<file path="config.mk">
export PLATFORM = sky130hd
export DESIGN_NAME = fe_capture_sequencer
export DESIGN_NICKNAME = d
export VERILOG_FILES = /design/src/rtl/fe_capture_sequencer.sv
export SDC_FILE = /design/constraint.sdc
export NUM_CORES = 1
export LEC_CHECK = 0
export CORE_MARGIN = 2
export CORE_UTILIZATION = 45
export DETAILED_ROUTE_END_ITERATION = 10
export PLACE_DENSITY = 0.67
export SYNTH_ARGS = -nofsm -noshare
export SYNTH_HDL_FRONTEND = slang
export SYNTH_SLANG_ARGS = --single-unit
</file>
<file path="constraint.sdc">
create_clock -name fe_clk -period 3.4 [get_ports fe_clk]
set_clock_uncertainty 0.05 [all_clocks]
set_input_delay 0.34 -clock fe_clk [delete_from_list [all_inputs] [get_ports fe_clk]]
set_output_delay 0.34 -clock fe_clk [all_outputs]
set_load 0.005 [all_outputs]
</file>
<file path="src/rtl/fe_capture_sequencer.sv">
// Front-end capture sequencer: arm, trigger, delay, then a capture window,
// repeated for N triggers before reporting done.
module fe_capture_sequencer #(
  parameter int pDELAY_WIDTH = 20,
  parameter int pWIDTH_WIDTH = 20,
  parameter int pCOUNT_WIDTH = 8
) (
  input  logic                    fe_clk,
  input  logic                    reset_n,
  input  logic                    I_arm,
  input  logic                    I_abort,
  input  logic                    I_trigger,
  input  logic [pDELAY_WIDTH-1:0] I_trigger_delay,
  input  logic [pWIDTH_WIDTH-1:0] I_capture_width,
  input  logic [pCOUNT_WIDTH-1:0] I_num_triggers,
  input  logic                    I_capturing,
  output logic                    O_capture_enable,
  output logic                    O_armed,
  output logic                    O_done,
  output logic [pCOUNT_WIDTH-1:0] O_trig_count,
  output logic [2:0]              O_state
);

  localparam logic [2:0] IDLE    = 3'd0;
  localparam logic [2:0] ARMED   = 3'd1;
  localparam logic [2:0] DELAY   = 3'd2;
  localparam logic [2:0] CAPTURE = 3'd3;
  localparam logic [2:0] HOLDOFF = 3'd4;
  localparam logic [2:0] DONE    = 3'd5;

  localparam logic [pDELAY_WIDTH-1:0] D_ONE = 1;
  localparam logic [pWIDTH_WIDTH-1:0] W_ONE = 1;
  localparam logic [pWIDTH_WIDTH-1:0] W_ZERO = '0;
  localparam logic [pCOUNT_WIDTH-1:0] N_ONE = 1;

  logic [2:0]              state;
  logic [2:0]              state_nx;
  logic                    arm_r;
  logic                    trig_r;
  logic [pDELAY_WIDTH-1:0] d_lat;
  logic [pWIDTH_WIDTH-1:0] w_lat;
  logic [pCOUNT_WIDTH-1:0] n_lat;
  logic [pDELAY_WIDTH-1:0] delay_cnt;
  logic [pWIDTH_WIDTH-1:0] win_cnt;
  logic                    seen_cap;
  logic [pCOUNT_WIDTH-1:0] trig_count;
  logic                    cap_en;

  logic                    arm_rise;
  logic                    trig_rise;
  logic                    win_end;
  logic [pCOUNT_WIDTH-1:0] cnt_inc;
  logic [pCOUNT_WIDTH-1:0] n_eff;

  assign arm_rise  = I_arm & ~arm_r;
  assign trig_rise = I_trigger & ~trig_r;

  // W==0 means the window follows the datapath's own capture activity
  assign win_end = (w_lat != W_ZERO) ? (win_cnt == W_ONE)
                                     : (seen_cap & ~I_capturing);

  assign cnt_inc = (&trig_count) ? trig_count : trig_count + N_ONE;
  assign n_eff   = (n_lat == '0) ? N_ONE : n_lat;

  always_comb begin
    state_nx = state;
    if (I_abort) begin
      state_nx = IDLE;
    end else if (!I_arm) begin
      state_nx = IDLE;
    end else begin
      case (state)
        IDLE: begin
          if (arm_rise) state_nx = ARMED;
        end
        ARMED: begin
          if (trig_rise)
            state_nx = (d_lat == '0) ? CAPTURE : DELAY;
        end
        DELAY: begin
          if (delay_cnt == D_ONE) state_nx = CAPTURE;
        end
        CAPTURE: begin
          if (win_end)
            state_nx = (cnt_inc >= n_eff) ? DONE : HOLDOFF;
        end
        HOLDOFF: begin
          if (!I_trigger) state_nx = ARMED;
        end
        DONE: begin
          if (arm_rise) state_nx = ARMED;
        end
        default: state_nx = IDLE;
      endcase
    end
  end

  always_ff @(posedge fe_clk) begin
    if (!reset_n) begin
      state      <= IDLE;
      arm_r      <= 1'b0;
      trig_r     <= 1'b0;
      d_lat      <= '0;
      w_lat      <= '0;
      n_lat      <= '0;
      delay_cnt  <= '0;
      win_cnt    <= '0;
      seen_cap   <= 1'b0;
      trig_count <= '0;
      cap_en     <= 1'b0;
    end else begin
      state  <= state_nx;
      arm_r  <= I_arm;
      trig_r <= I_trigger;
      cap_en <= (state_nx == CAPTURE);

      if (arm_rise) begin
        d_lat <= I_trigger_delay;
        w_lat <= I_capture_width;
        n_lat <= I_num_triggers;
      end

      if ((state == IDLE || state == DONE) && state_nx == ARMED)
        trig_count <= '0;
      else if (state == CAPTURE &&
               (state_nx == DONE || state_nx == HOLDOFF))
        trig_count <= cnt_inc;

      if (state == ARMED && state_nx == DELAY)
        delay_cnt <= d_lat;
      else if (state == DELAY)
        delay_cnt <= delay_cnt - D_ONE;

      if (state != CAPTURE && state_nx == CAPTURE) begin
        win_cnt  <= w_lat;
        seen_cap <= 1'b0;
      end else if (state == CAPTURE) begin
        if (win_cnt != W_ZERO) win_cnt <= win_cnt - W_ONE;
        if (I_capturing) seen_cap <= 1'b1;
      end
    end
  end

  assign O_capture_enable = cap_en;
  assign O_armed = (state == ARMED) || (state == DELAY) ||
                   (state == CAPTURE) || (state == HOLDOFF);
  assign O_done       = (state == DONE);
  assign O_trig_count = trig_count;
  assign O_state      = state;

endmodule

</file>
Word-level counts from Yosys, hierarchy flattened
Cells that the tools add are included.
{ "totals": {"reg_bits": 103, "inputBits": 54, "output_inout_bits": 14, "wordCells": 76} }
{ "op_classes": {"add_sub_neg": 3, "magnitude_cmp": 1, "eq_ne": 13, "muxes": 18, "n_bitwise": 7, "reduce_logical": 23} }
{ "op_table": {"columns": ["operator", "n"], "rows": [
  ["$mux W20", 5],
  ["$eq A20 B1 Y1 const B", 2],
  ["$reduce_bool A20 Y1", 2],
  ["$sub A20 B1 Y20 const B", 2],
  ["$mux W3", 7],
  ["$logic_not A20 Y1", 1],
  ["$mux W8", 2],
  ["$pmux W3 S5", 1],
  ["$eq A3 B2 Y1 const B", 4],
  ["$eq A3 B3 Y1 const B", 4],
  ["$add A8 B1 Y8 const B", 1],
  ["$ge A8 B8 Y1", 1],
  ["$logic_not A8 Y1", 1],
  ["$reduce_and A8 Y1", 1],
  ["$eq A3 B1 Y1 const B", 2],
  ["$reduce_bool A2 Y1", 3],
  ["$reduce_or A2 Y1", 3],
  ["$logic_or A1 B1 Y1", 5],
  ["$logic_and A1 B1 Y1", 4],
  ["$not A1 Y1", 4],
  ["$reduce_and A2 Y1", 2],
  ["$and A1 B1 Y1", 3],
  ["$logic_not A3 Y1", 1],
  ["$mux W1", 3],
  ["$ne A3 B2 Y1 const B", 1]
]} }

Longest topological paths before layout
Gate-level depths: netlist (run 1).
{ "logic_depth": {"depth_word": 12, "depth_mapped": 11, "depth_no_buf": 11} }

Worst setup path after synthesis (run 1)
No wires, ideal clock.
{ "synth_path": {"kind": "reg-to-reg", "start": "reg delay_cnt[5]", "end": "reg trig_count[1], in the netlist O_trig_count[1]", "setup_time_ns": 0.133, "arrival_ns": 2.438, "required_ns": 3.217, "slack_ns": 0.778, "stages_incl_launch_ff": 8, "path_buffers": 1, "period_less_slack_ns": 2.622, "cell_sequence": "dfxtp_1 -> or4_4 -> or4_4 -> nand4b_4 -> and3_1 -> buf_6 -> o41ai_4 -> nor2_1"} }
{ "synth_between": {"elab_chain_len": 8, "elab_cells_between_ends": 12} }
{ "synth_lines": {"columns": ["element", "line_no", "rtl"], "rows": [
  ["from (decl)", "43", "logic [pDELAY_WIDTH-1:0] delay_cnt;"],
  ["from (signal assigned)", "130", "delay_cnt <= d_lat;"],
  ["from (signal assigned)", "132", "delay_cnt <= delay_cnt - D_ONE;"],
  ["$eq A20 B1 Y1 (*)", "81", "if (delay_cnt == D_ONE) state_nx = CAPTURE;"],
  ["$mux W3 (*)", "81", null],
  ["$pmux W3 S5 (*)", "72", "case (state)"],
  ["$mux W3 (*)", "69", "end else if (!I_arm) begin"],
  ["$mux W3 (*)", "67", "if (I_abort) begin"],
  ["$eq A3 B1 Y1 / $eq A3 B3 Y1 (equally long branches)", "123, 126", null],
  ["$logic_and A1 B1 Y1 / $logic_or A1 B1 Y1 (equally long branches)", "123, 126", null],
  ["$reduce_or A2 Y1 (no source line) / $logic_and A1 B1 Y1 (equally long branches)", null, null],
  ["to (signal assigned)", "127", "trig_count <= cnt_inc;"],
  ["to (decl)", "46", "logic [pCOUNT_WIDTH-1:0] trig_count;"]
]} }
Every way passes the cells marked *; elsewhere a longest branch is shown, timed or not.
A chain may end at the register's enable or synchronous reset.

Worst setup path in the final report (run 1)
{ "layout_path": {"start": "reg delay_cnt[5]", "end": "reg trig_count[6], in the netlist O_trig_count[6]"} }
Same word-level chain as after synthesis.

==> flow_metrics.py, run 1 <==
metrics = {
    "drt": {
        "first_pass_iteration_count_of_the_detailed_router": 5,
        "drt.antenna.violating_nets": 0,
        "detail_route.wirelength_um": 13000,
        "detail_route.wl_per_cell_um": 15.6,
        "avgViaCountPerCell": 5.68,
        "final_routed_drc_violation_total": 0,
        "drt_iter0_drc": 259,
        "route.vias.total": 4724,
    },
    "die": {
        "chipWidth_um": 111,
        "die_area_mm2": 0.0123,
        "boundaryPins": 68,
        "std_cell_rows": 39,
        "dieHeight_um": 111,
        "initial_core_util_pct": 45.6,
        "core_region_area_mm2": 0.0113,
    },
    "sta": {
        "worst-slew-pin-transition_ns": 0.679,
        "finalMaxSlewViolations": 0,
        "final_hold_viol_count": 0,
        "fin_crit_sh_pct": 84.5,
        "timing.slew.headroom_pct": 54.6,
        "setup_violations": 0,
        "achievable-frequency_mhz": 348,
        "min_period_ns": 2.87,
        "final.hold.worst_slack_ns": 0.406,
        "unrepaired_setup_endpoints_after_global_routing": "false",
        "setup_tns_ns": 0,
    },
    "logic_synthesis": {
        "syn-mean-instance-area_um2": 8.08,
        "ys_seq_elements": 103,
        "ys_async_sr_fraction_pct": 0,
        "primary_ff_master_synth": "sky130_fd_sc_hd__dfxtp_1",
        "synth.cell_area_mm2": 0.00514,
        "synth.most_common_cell": "sky130_fd_sc_hd__nand2_1",
        "yosysWarnings": 0,
        "synthesis.instances": 636,
        "yosysTopAreaCell": "sky130_fd_sc_hd__dfxtp_1",
        "synth-seq-area-share_pct": 40.1,
        "synth-edff-count": 0,
        "syn-num-nets": 703,
        "yosysUniqueCellTypes": 56,
        "synth_area_leaders": "sky130_fd_sc_hd__dfxtp_1 (40%), sky130_fd_sc_hd__nand2_1 (8.4%), sky130_fd_sc_hd__a21oi_1 (7.1%)",
        "top_cells_by_count_synth": "sky130_fd_sc_hd__nand2_1 (115), sky130_fd_sc_hd__dfxtp_1 (103), sky130_fd_sc_hd__a21oi_1 (73)",
        "synth_largest_type_area_fraction_pct": 40.1,
    },
    "finish": {
        "layout.cell_area.non_filler_mm2": 0.00624,
        "share_of_cells_above_drive_strength_1_pct": 5.81,
        "finish.net_count": 752,
        "areaGrowthSynthToFinish_pct": 21.4,
        "multi_input_area_mm2": 0.00286,
        "antenna_cells_inserted": 0,
        "regArea_mm2": 0.00206,
        "nFillCells": 1059,
    },
    "global_route": {
        "grt_pass1_wl_um": 21800,
        "pin_count_of_the_biggest_net_entering_global_routing": 49,
        "met2_track_usage_gr_pct": 35.8,
        "antenna_violations_before_repair": 0,
        "globalRouteMet1Util_pct": 28.1,
        "via_count_of_the_first_global_routing_pass": 4484,
        "globalRouteMet3Util_pct": 3.12,
        "grt_overflow_total": 0,
        "groute.usage.overall_pct": 21.4,
        "grt_most_used_layer": "met2",
    },
    "clock_tree": {
        "post_cts_hold_buffer_count": 0,
        "clock_path_buffers": 2,
        "cts_root_buf": "sky130_fd_sc_hd__clkbuf_16",
        "post_cts_resize_count": 0,
        "cts_tree": "yes",
        "numCtsBuffers": 9,
        "clock_latency_ns": 0.35,
        "cts.sink_count": 103,
        "cts.repair_timing.setup_buffer_count": 0,
        "worst_setup_hold_path_clk_slew_ns": 0.07,
        "htreeDepth": 3,
    },
    "min_path": {
        "min_delay_path_depth": 2,
        "hold_path_end": "n_lat[1]",
        "hold_crit_class": "flip-flop to flip-flop",
        "timing.hold.worst.start": "n_lat[1]",
    },
    "place": {
        "gp_routability_congestion": 0.895,
        "dpl_cell_area_mm2": 0.00593,
        "dp.final_hpwl_um": 9200,
        "numPortBuffers": 67,
    },
    "critical_path": {
        "required_worst_endpoint_ns": 3.57,
        "critical_path.n_buffers_inverters": 0,
        "reg2reg_setup_slack_ns": 0.53,
        "worst-endpoint-arrival_ns": 3.04,
        "cp-end-kind": "flip-flop",
        "cp_cell_sequence": "or4_4 -> or4_4 -> nand4b_4 -> and3_1 -> o41ai_4 -> nor2_1",
        "timing.critical_path.slowest_stage_cell": "sky130_fd_sc_hd__o41ai_4",
        "cp-start-kind": "flip-flop",
        "cell_repeated_most_along_the_worst_path": "sky130_fd_sc_hd__or4_4",
        "cp_max_fo": 8,
        "critical_path_class": "flip-flop to flip-flop",
        "crit_path_max_incr_delay_ns": 0.62,
        "worst_r2r_endpoint": "O_trig_count[6]",
        "worst_r2r_startpoint": "delay_cnt[5]",
        "gate_family_responsible_for_the_most_delay_along_the_worst_path": "simple AND/OR/NAND/NOR gates",
        "worstRegToRegCells": 6,
        "critical_path_cell_count": 6,
    },
    "power_and_ir_drop": {
        "power.ir.vdd_worst_mv": 0.277,
        "power.density_cell_area_mw_per_mm2": 416,
        "power.static_leakage_nw": 2.35,
    },
    "run": {
        "maxCapViolCount": 0,
    },
    "status": {
        "status": "completed",
    },
}
layer usage:
layer	wire length (um)	up-vias
met5	0	-
met3	548	18
met4	252	0
li1	-	2374
met2	6260	107
met1	5920	2225
registers in the layout (all words and copies together) (netlist names):
register and flops:
n_lat 8, win_cnt 20, O_trig_count 8, arm_r 1, seen_cap 1, delay_cnt 20, O_state 3, trig_r 1
O_capture_enable 1, w_lat 20, d_lat 20
through the flow:
step	instances	total power, mW	utilization [%]	setup slack (ns)
4_1_cts	832	2.62	55.4	0.520
6_report	832	2.60	55.4	0.526
5_1_grt	832	2.70	55.4	0.333
2_1_floorplan	636	1.43	-	0.778
3_3_place_gp	817	1.54	52.6	0.596
3_5_place_dp	817	1.54	52.6	0.551
kinds of logic after synthesis:
group / after synthesis / share of synthesized area, %
simple gates: 269 / 26.1
compound gates: 155 / 19.5
flops: 103 / 40.1
buf+inv: 58 / 4.43
xor+xnor: 30 / 5.11
fa+ha+maj: 13 / 3.16
mux: 8 / 1.58
worst max path at each step:
stage	startpoint	end	slack, ns
after floorplan	delay_cnt[5]	O_trig_count[1]	0.78
after global placement	delay_cnt[5]	O_trig_count[1]	0.60
after detailed placement	delay_cnt[5]	O_trig_count[7]	0.55
after CTS	delay_cnt[5]	O_trig_count[6]	0.52
after global routing	O_trig_count[2]	O_capture_enable	0.33
final	delay_cnt[5]	O_trig_count[6]	0.53
final cells by class:
| type | instances | area share (%) |
|---|---|---|
| Inverter | 20 | 1.20 |
| Sequential cell | 103 | 33.0 |
| Multi-Input combinational cell | 475 | 45.8 |
| Tap cell | 143 | 2.87 |
| Clock inverter | 2 | 0.601 |
| Timing Repair Buffer | 76 | 12.0 |
| Clock buffer | 13 | 4.49 |
placed cells by master, fill, tap and decap left out, drive strengths merged, types with 3 or more instances in the layout:
cell           count
a211oi            25
a21oi             73
a311oi             3
a31oi              8
and2               4
and3               7
buf                9
clkbuf            13
clkdlybuf4s50     67
dfxtp            103
ha                13
inv               20
mux2i              7
nand2            115
nand2b             7
nand3             15
nand4              6
nand4b             3
nor2              37
nor2b              4
nor3              17
nor4              17
o211ai             5
o21a               3
o21ai             13
o31a               3
o31ai              5
or2                6
or3               14
or4               11
xnor2             20
xor2              10
where the power goes:
part / internal [mW] / leakage, nW / switching [mW] / total, mW
Combinational: 0.115 / 1.35 / 0.124 / 0.239
Clock: 0.647 / 0.154 / 0.436 / 1.08
Sequential: 1.24 / 0.838 / 0.0321 / 1.28
tightest hold or removal path: stages, from the launching register on:
cell and delay, ns:
sky130_fd_sc_hd__dfxtp_1 0.31, sky130_fd_sc_hd__nand2_1 0.05, sky130_fd_sc_hd__a21oi_1 0.05
No activity file was read; power rests on OpenSTA's default activity.
==> run 2: changes to the inputs <==
--- a/config.mk
+++ b/config.mk
@@ -8,7 +8,7 @@
 export CORE_MARGIN = 2
 export CORE_UTILIZATION = 45
 export DETAILED_ROUTE_END_ITERATION = 10
-export PLACE_DENSITY = 0.67
+export PLACE_DENSITY = 0.7
 export SYNTH_ARGS = -nofsm -noshare
 export SYNTH_HDL_FRONTEND = slang
 export SYNTH_SLANG_ARGS = --single-unit
==> constraint.sdc (replaced) <==
create_clock -name fe_clk -period 2.6 [get_ports fe_clk]
set_clock_uncertainty 0.05 [all_clocks]
set_input_delay 0.26 -clock fe_clk [delete_from_list [all_inputs] [get_ports fe_clk]]
set_output_delay 0.26 -clock fe_clk [all_outputs]
set_load 0.005 [all_outputs]
==> run 2 against run 1 <==
  * Final cell count rose by 5.4%
  * Power increased by 32%
  * Utilization increased by 3.6 points
  * Die area stayed put
  * Critical endpoint is now delay_cnt[4]
  * Largest cell class unchanged
==> flow_metrics.py, run 2 (synthesized netlist as in run 1, its figures left out) <==
metrics = {
    "status": {
        "status": "completed",
    },
    "critical_path": {
        "required_worst_endpoint_ns": 2.78,
        "worstRegToRegCells": 9,
        "cp-start-kind": "flip-flop",
        "cp-end-kind": "flip-flop",
        "reg2reg_setup_slack_ns": 0.009,
        "worst-endpoint-arrival_ns": 2.78,
        "cp_max_fo": 8,
        "critical_path_class": "flip-flop to flip-flop",
    },
    "clock_tree": {
        "clock_path_buffers": 2,
        "worst_setup_hold_path_clk_slew_ns": 0.07,
        "numCtsBuffers": 9,
        "cts_root_buf": "sky130_fd_sc_hd__clkbuf_16",
        "cts_tree": "yes",
        "cts.sink_count": 103,
        "htreeDepth": 3,
        "post_cts_hold_buffer_count": 0,
        "clock_latency_ns": 0.36,
    },
    "sta": {
        "achievable-frequency_mhz": 386,
        "min_period_ns": 2.59,
        "final_hold_viol_count": 0,
        "fin_crit_sh_pct": 99.7,
        "final.hold.worst_slack_ns": 0.392,
        "setup_violations": 0,
        "worst-slew-pin-transition_ns": 0.574,
        "timing.slew.headroom_pct": 61.7,
        "unrepaired_setup_endpoints_after_global_routing": "true",
        "finalMaxSlewViolations": 0,
    },
    "power_and_ir_drop": {
        "p_switching_mw": 0.849,
        "power.sequential.fraction_pct": 48.7,
        "cell_internal_pwr_mw": 2.58,
        "power.share.combinational_pct": 9.7,
        "swShare_pct": 24.8,
        "power.static_leakage_nw": 2.57,
        "part_of_the_power_in_the_clock_network_pct": 41.6,
        "power.ir.vdd_worst_mv": 0.483,
        "power.density_cell_area_mw_per_mm2": 515,
    },
    "die": {
        "std_cell_rows": 39,
        "initial_core_util_pct": 45.6,
        "boundaryPins": 68,
        "chipWidth_um": 111,
        "core_region_area_mm2": 0.0113,
        "die_area_mm2": 0.0123,
        "dieHeight_um": 111,
    },
    "place": {
        "numPortBuffers": 67,
        "dp.final_hpwl_um": 10000,
        "dpl_cell_area_mm2": 0.00621,
        "gp_routability_congestion": 0.856,
        "placedCellCount": 855,
    },
    "drt": {
        "first_pass_iteration_count_of_the_detailed_router": 5,
        "drt_iter0_drc": 215,
        "avgViaCountPerCell": 5.66,
        "drt.antenna.violating_nets": 0,
        "detail_route.wl_per_cell_um": 15.6,
        "detail_route.wirelength_um": 13700,
        "final_routed_drc_violation_total": 0,
        "route.vias.total": 4960,
    },
    "min_path": {
        "hold_crit_class": "input pin to flip-flop",
        "min_delay_path_depth": 3,
    },
    "finish": {
        "layout.cell_area.non_filler_mm2": 0.00665,
        "layout_commonest_cell": "sky130_fd_sc_hd__nand2_1",
        "share_of_cells_above_drive_strength_1_pct": 13.4,
        "areaGrowthSynthToFinish_pct": 29.4,
        "nFillCells": 1013,
        "finish.cell_count_without_fillers": 877,
        "regArea_mm2": 0.00206,
        "multi_input_area_mm2": 0.00293,
        "final_core_util_pct": 59.0,
        "antenna_cells_inserted": 0,
        "finish.net_count": 796,
        "layout_common_cells": "sky130_fd_sc_hd__nand2_1 (115), sky130_fd_sc_hd__dfxtp_1 (102), sky130_fd_sc_hd__a21oi_1 (73)",
    },
    "global_route": {
        "antenna_violations_before_repair": 0,
        "grt_overflow_total": 0,
        "groute.usage.overall_pct": 22.9,
        "via_count_of_the_first_global_routing_pass": 4994,
        "pin_count_of_the_biggest_net_entering_global_routing": 49,
        "grt_pass1_wl_um": 23300,
    },
    "run": {
        "maxCapViolCount": 0,
    },
}
-- run 2: worst paths after layout --
check,startpoint,to
hold reg to reg,n_lat[7],n_lat[7]
setup / recovery,delay_cnt[6],delay_cnt[4]
hold / removal,I_num_triggers[2],n_lat[2]
setup reg to reg,delay_cnt[6],delay_cnt[4]
-- run 2: per-layer routing --
metal | up-vias | part of all wire [%] | global-route usage [%] | routed length, um
met5 | - | 0 | 0 | 0
li1 | 2445 | - | - | -
met4 | 0 | 1.7 | 6.92 | 238
met2 | 94 | 51 | 40.7 | 6960
met1 | 2398 | 44 | 27.5 | 5990
met3 | 23 | 3.9 | 5.36 | 535
-- run 2: cell type report --
type | count | share of cell area, %
well taps | 143 | 2.69
multi-input cells | 475 | 44.0
clock buffers | 10 | 3.59
clock inverters | 6 | 1.11
flip-flops and latches | 103 | 31.0
inverters | 20 | 1.13
repair buffers | 120 | 16.5
-- run 2: per-stage QoR --
stage,TNS [ns],worst slack (ns),power (mW)
final,0,0.00882,3.43
after global routing,-0.741,-0.0662,3.55
after CTS,0,0.0345,3.45
after detailed placement,-0.139,-0.0427,2.03
after global placement,0,0.00533,2.02
after floorplan,0,0.0513,1.86
-- run 2: critical path, cell delays in order (launching register included) --
cell and delay (ns):
sky130_fd_sc_hd__dfxtp_1 0.32, sky130_fd_sc_hd__or4_4 0.54, sky130_fd_sc_hd__or4_4 0.53, sky130_fd_sc_hd__nand4b_4 0.19
sky130_fd_sc_hd__buf_6 0.15, sky130_fd_sc_hd__nand4_1 0.21, sky130_fd_sc_hd__buf_4 0.17, sky130_fd_sc_hd__buf_6 0.12
sky130_fd_sc_hd__buf_4 0.12, sky130_fd_sc_hd__a311oi_1 0.07
-- run 2: power by group through the flow --
| stage | registers [mW] | clock network, mW | logic [mW] |
|---|---|---|---|
| 3_5_place_dp | 1.70 | 0 | 0.327 |
| 2_1_floorplan | 1.69 | 0 | 0.178 |
| 4_1_cts | 1.67 | 1.45 | 0.330 |
| 6_report | 1.67 | 1.43 | 0.333 |
| 5_1_grt | 1.67 | 1.51 | 0.369 |
| 3_3_place_gp | 1.70 | 0 | 0.321 |
-- run 2: what timing repair did --
item / in CTS / in global routing
pin swaps: 0 / 6
buffers inserted: 0 / 4
resized for setup: 3 / 21
endpoints found under the setup margin: 12 / 32
gates cloned: 0 / 2
==> RTL change, RTL diff (flow settings as in run 1) <==
Add an input register stage for `I_num_triggers`, cleared by the reset; this delays it by one clock. The other inputs are not delayed to match.
--- a/src/rtl/fe_capture_sequencer.sv
+++ b/src/rtl/fe_capture_sequencer.sv
@@ -33,4 +33,14 @@
   localparam logic [pWIDTH_WIDTH-1:0] W_ZERO = '0;
   localparam logic [pCOUNT_WIDTH-1:0] N_ONE = 1;
+
+  logic [pCOUNT_WIDTH-1:0] I_num_triggers_q;
+
+  always_ff @(posedge fe_clk) begin
+    if (!reset_n) begin
+      I_num_triggers_q <= '0;
+    end else begin
+      I_num_triggers_q <= I_num_triggers;
+    end
+  end
 
   logic [2:0]              state;
@@ -118,5 +128,5 @@
         d_lat <= I_trigger_delay;
         w_lat <= I_capture_width;
-        n_lat <= I_num_triggers;
+        n_lat <= I_num_triggers_q;
       end
 
Behaviour: not the same (Yosys sat finds a counterexample within 4 cycles, from zero or initial values and one cycle with reset_n low).
==> RTL change against run 1 <==
Synthesized area is 8.1% higher; critical path depth is 4 higher; highest routed layer unchanged; sequential power is 7% higher; first-iteration DRC count is 27% higher; count of clock-buffer cells in the layout is 1 higher; sequential cell count is 8 higher; wire length is 7.5% higher; cell area is 6.4% higher; maximum frequency is 1.4% higher; critical path type unchanged; worst setup slack better by 0.039 ns; power is 3.9% higher; non-clock buffer count is 1 higher.
==> RTL change: results (changes against run 1) <==
Parameter                              Value

Place
  Detail Placement HPWL    9846 µm (was 9203 µm)
  Placed inst area    6329 µm² (was 5926 µm²)
  Post-placement setup slack    0.6078 ns (was 0.5506 ns)
  GPL Wtd Cong    0.8634 (was 0.8951)

Route
  Routed length on met2    6876 µm (was 6261 µm)
  Total iterations of the first detailed-routing run    4 (was 5)
  Sum of met3 wire segment lengths after detailed routing    556 µm (was 548 µm)
  Routed length per instance    15.58 µm (was 15.60 µm)
  Drt first-iter violations    329 (was 259)
  Via density per instance    5.697 (was 5.678)
  Detailed-route wire length on metal 1    6130 µm (was 5915 µm)

Critical path
  Signal arrival time at the worst endpoint    3.03 ns (was 3.04 ns)
  Slowest cell delay on critical path    0.46 ns (was 0.62 ns)
  Worst R2R Path Depth    10 (was 6)
  Worst R2R End    O_state[0] (was O_trig_count[6])
  Reg-to-reg critical path startpoint    O_trig_count[0] (was delay_cnt[5])
  Critical-path top delay cell    dfxtp_1 (was o41ai_4)

GRT
  Global-route usage over all layers    0.2223 (was 0.2143)
  First-pass GRT wire length    23530 µm (was 21780 µm)
  Maximum number of pins on one net before global-route repair    55 (was 49)
  Vias in the first global route    4901 (was 4484)

Power
  Largest vdd supply drop    0.2558 mV (was 0.2771 mV)
  P_leak    2.440 nW (was 2.346 nW)

Logic synthesis
  Sequential fraction of the synthesis area    0.3997 (was 0.4011)
  Number of nets in the synthesized netlist    759 (was 703)
  Commonest cells in the netlist    nand2_1, dfxtp_1, a21oi_1 (unchanged)
  Leading register cell type out of synthesis    dfxtp_1 (unchanged)
  Cell types occupying the most area after synthesis    dfxtp_1, nand2_1, a21oi_1, nor3_1, xnor2_1 (was dfxtp_1, nand2_1, a21oi_1, a211oi_1, xnor2_1)
  Synth unique cells    61 (was 56)

Final layout
  Fill cells    1116 (was 1059)
  Fraction of layout cells with a size suffix above 1    0.07086 (was 0.05806)
  Nets    810 (was 752)

Status
  Result of the run    complete, no violations (unchanged)

Hold path
  Endpoint with the worst hold slack    n_lat[2] (was n_lat[1])
  Hold Path Class    reg2reg (unchanged)
  Cells on Worst Hold Path    2 (unchanged)
  Beginning of the worst hold path    I_num_triggers_q[2] (was n_lat[1])

Clocking
  Clock Tree Root    clkbuf_16 (unchanged)
  Count of cells resized by post-cts repair    0 (unchanged)
  Clock input transition at the sequential cells of the worst setup and hold paths    0.07 ns (about the same)
  Inserted Clock Buffers    9 (unchanged)

STA
  Relative slew margins    0.5564 (was 0.5461)
-- RTL change: worst max-delay path, delay by kind of cell, from the launching register on --
kind                       cells  cell delay [ns]
AOI/OAI and AO/OA              4             0.71
adders and majority gates      2             0.58
and+or+nand+nor                3             0.53
DFF                            1             0.46
muxes                          1             0.39
-- RTL change: final cells by class --
| class | count | area share |
|---|---|---|
| Clock buffer | 14 | 0.04127 |
| Sequential cell | 111 | 0.3347 |
| Timing Repair Buffer | 77 | 0.1142 |
| Clock inverter | 2 | 0.005653 |
| Inverter | 16 | 0.009045 |
| Tap cell | 147 | 0.02770 |
| Multi-Input combinational cell | 528 | 0.4675 |
-- RTL change: layer usage --
metal,vias to the layer above,GRT usage
met4,0,0.09157
met3,29,0.03901
met1,2412,0.2745
li1,2542,-
met5,-,0
met2,116,0.3835
-- RTL change: worst max path at each step --
| stage | from | slack [ns] | depth (start not counted) | endpoint |
|---|---|---|---|---|
| floorplan | O_trig_count[0] | 0.85 | 10 | O_state[0] |
| global placement | O_trig_count[0] | 0.70 | 10 | O_capture_enable |
| detailed placement | O_trig_count[0] | 0.61 | 10 | O_state[0] |
| CTS | O_trig_count[0] | 0.60 | 10 | O_capture_enable |
| global route | O_trig_count[0] | 0.33 | 11 | O_state[0] |
| finish | O_trig_count[0] | 0.56 | 10 | O_state[0] |
-- RTL change: stage by stage --
step / cells / util / hold slack [ns]
finish: 895 / 0.5528 / 0.3778
global placement: 879 / 0.5269 / 0.3733
global route: 895 / 0.5528 / 0.4041
CTS: 895 / 0.5528 / 0.3839
detailed placement: 879 / 0.5269 / 0.3812
floorplan: 692 / - / 0.3674
-- RTL change: where the power goes --
group	leakage (nW)	total [mW]	internal (mW)	switching, mW
clock	0.149	1.10	0.633	0.463
sequential	0.904	1.37	1.34	0.0326
combinational	1.39	0.232	0.113	0.119
-- RTL change: kinds of logic after synthesis --
kind of cell,count (synthesis),share of synthesized area
compound gates,138,0.1596
xor+xnor,36,0.05672
fa+ha+maj,13,0.02926
buf+inv,53,0.04321
flops,111,0.3997
mux,9,0.01666
simple gates,332,0.2948
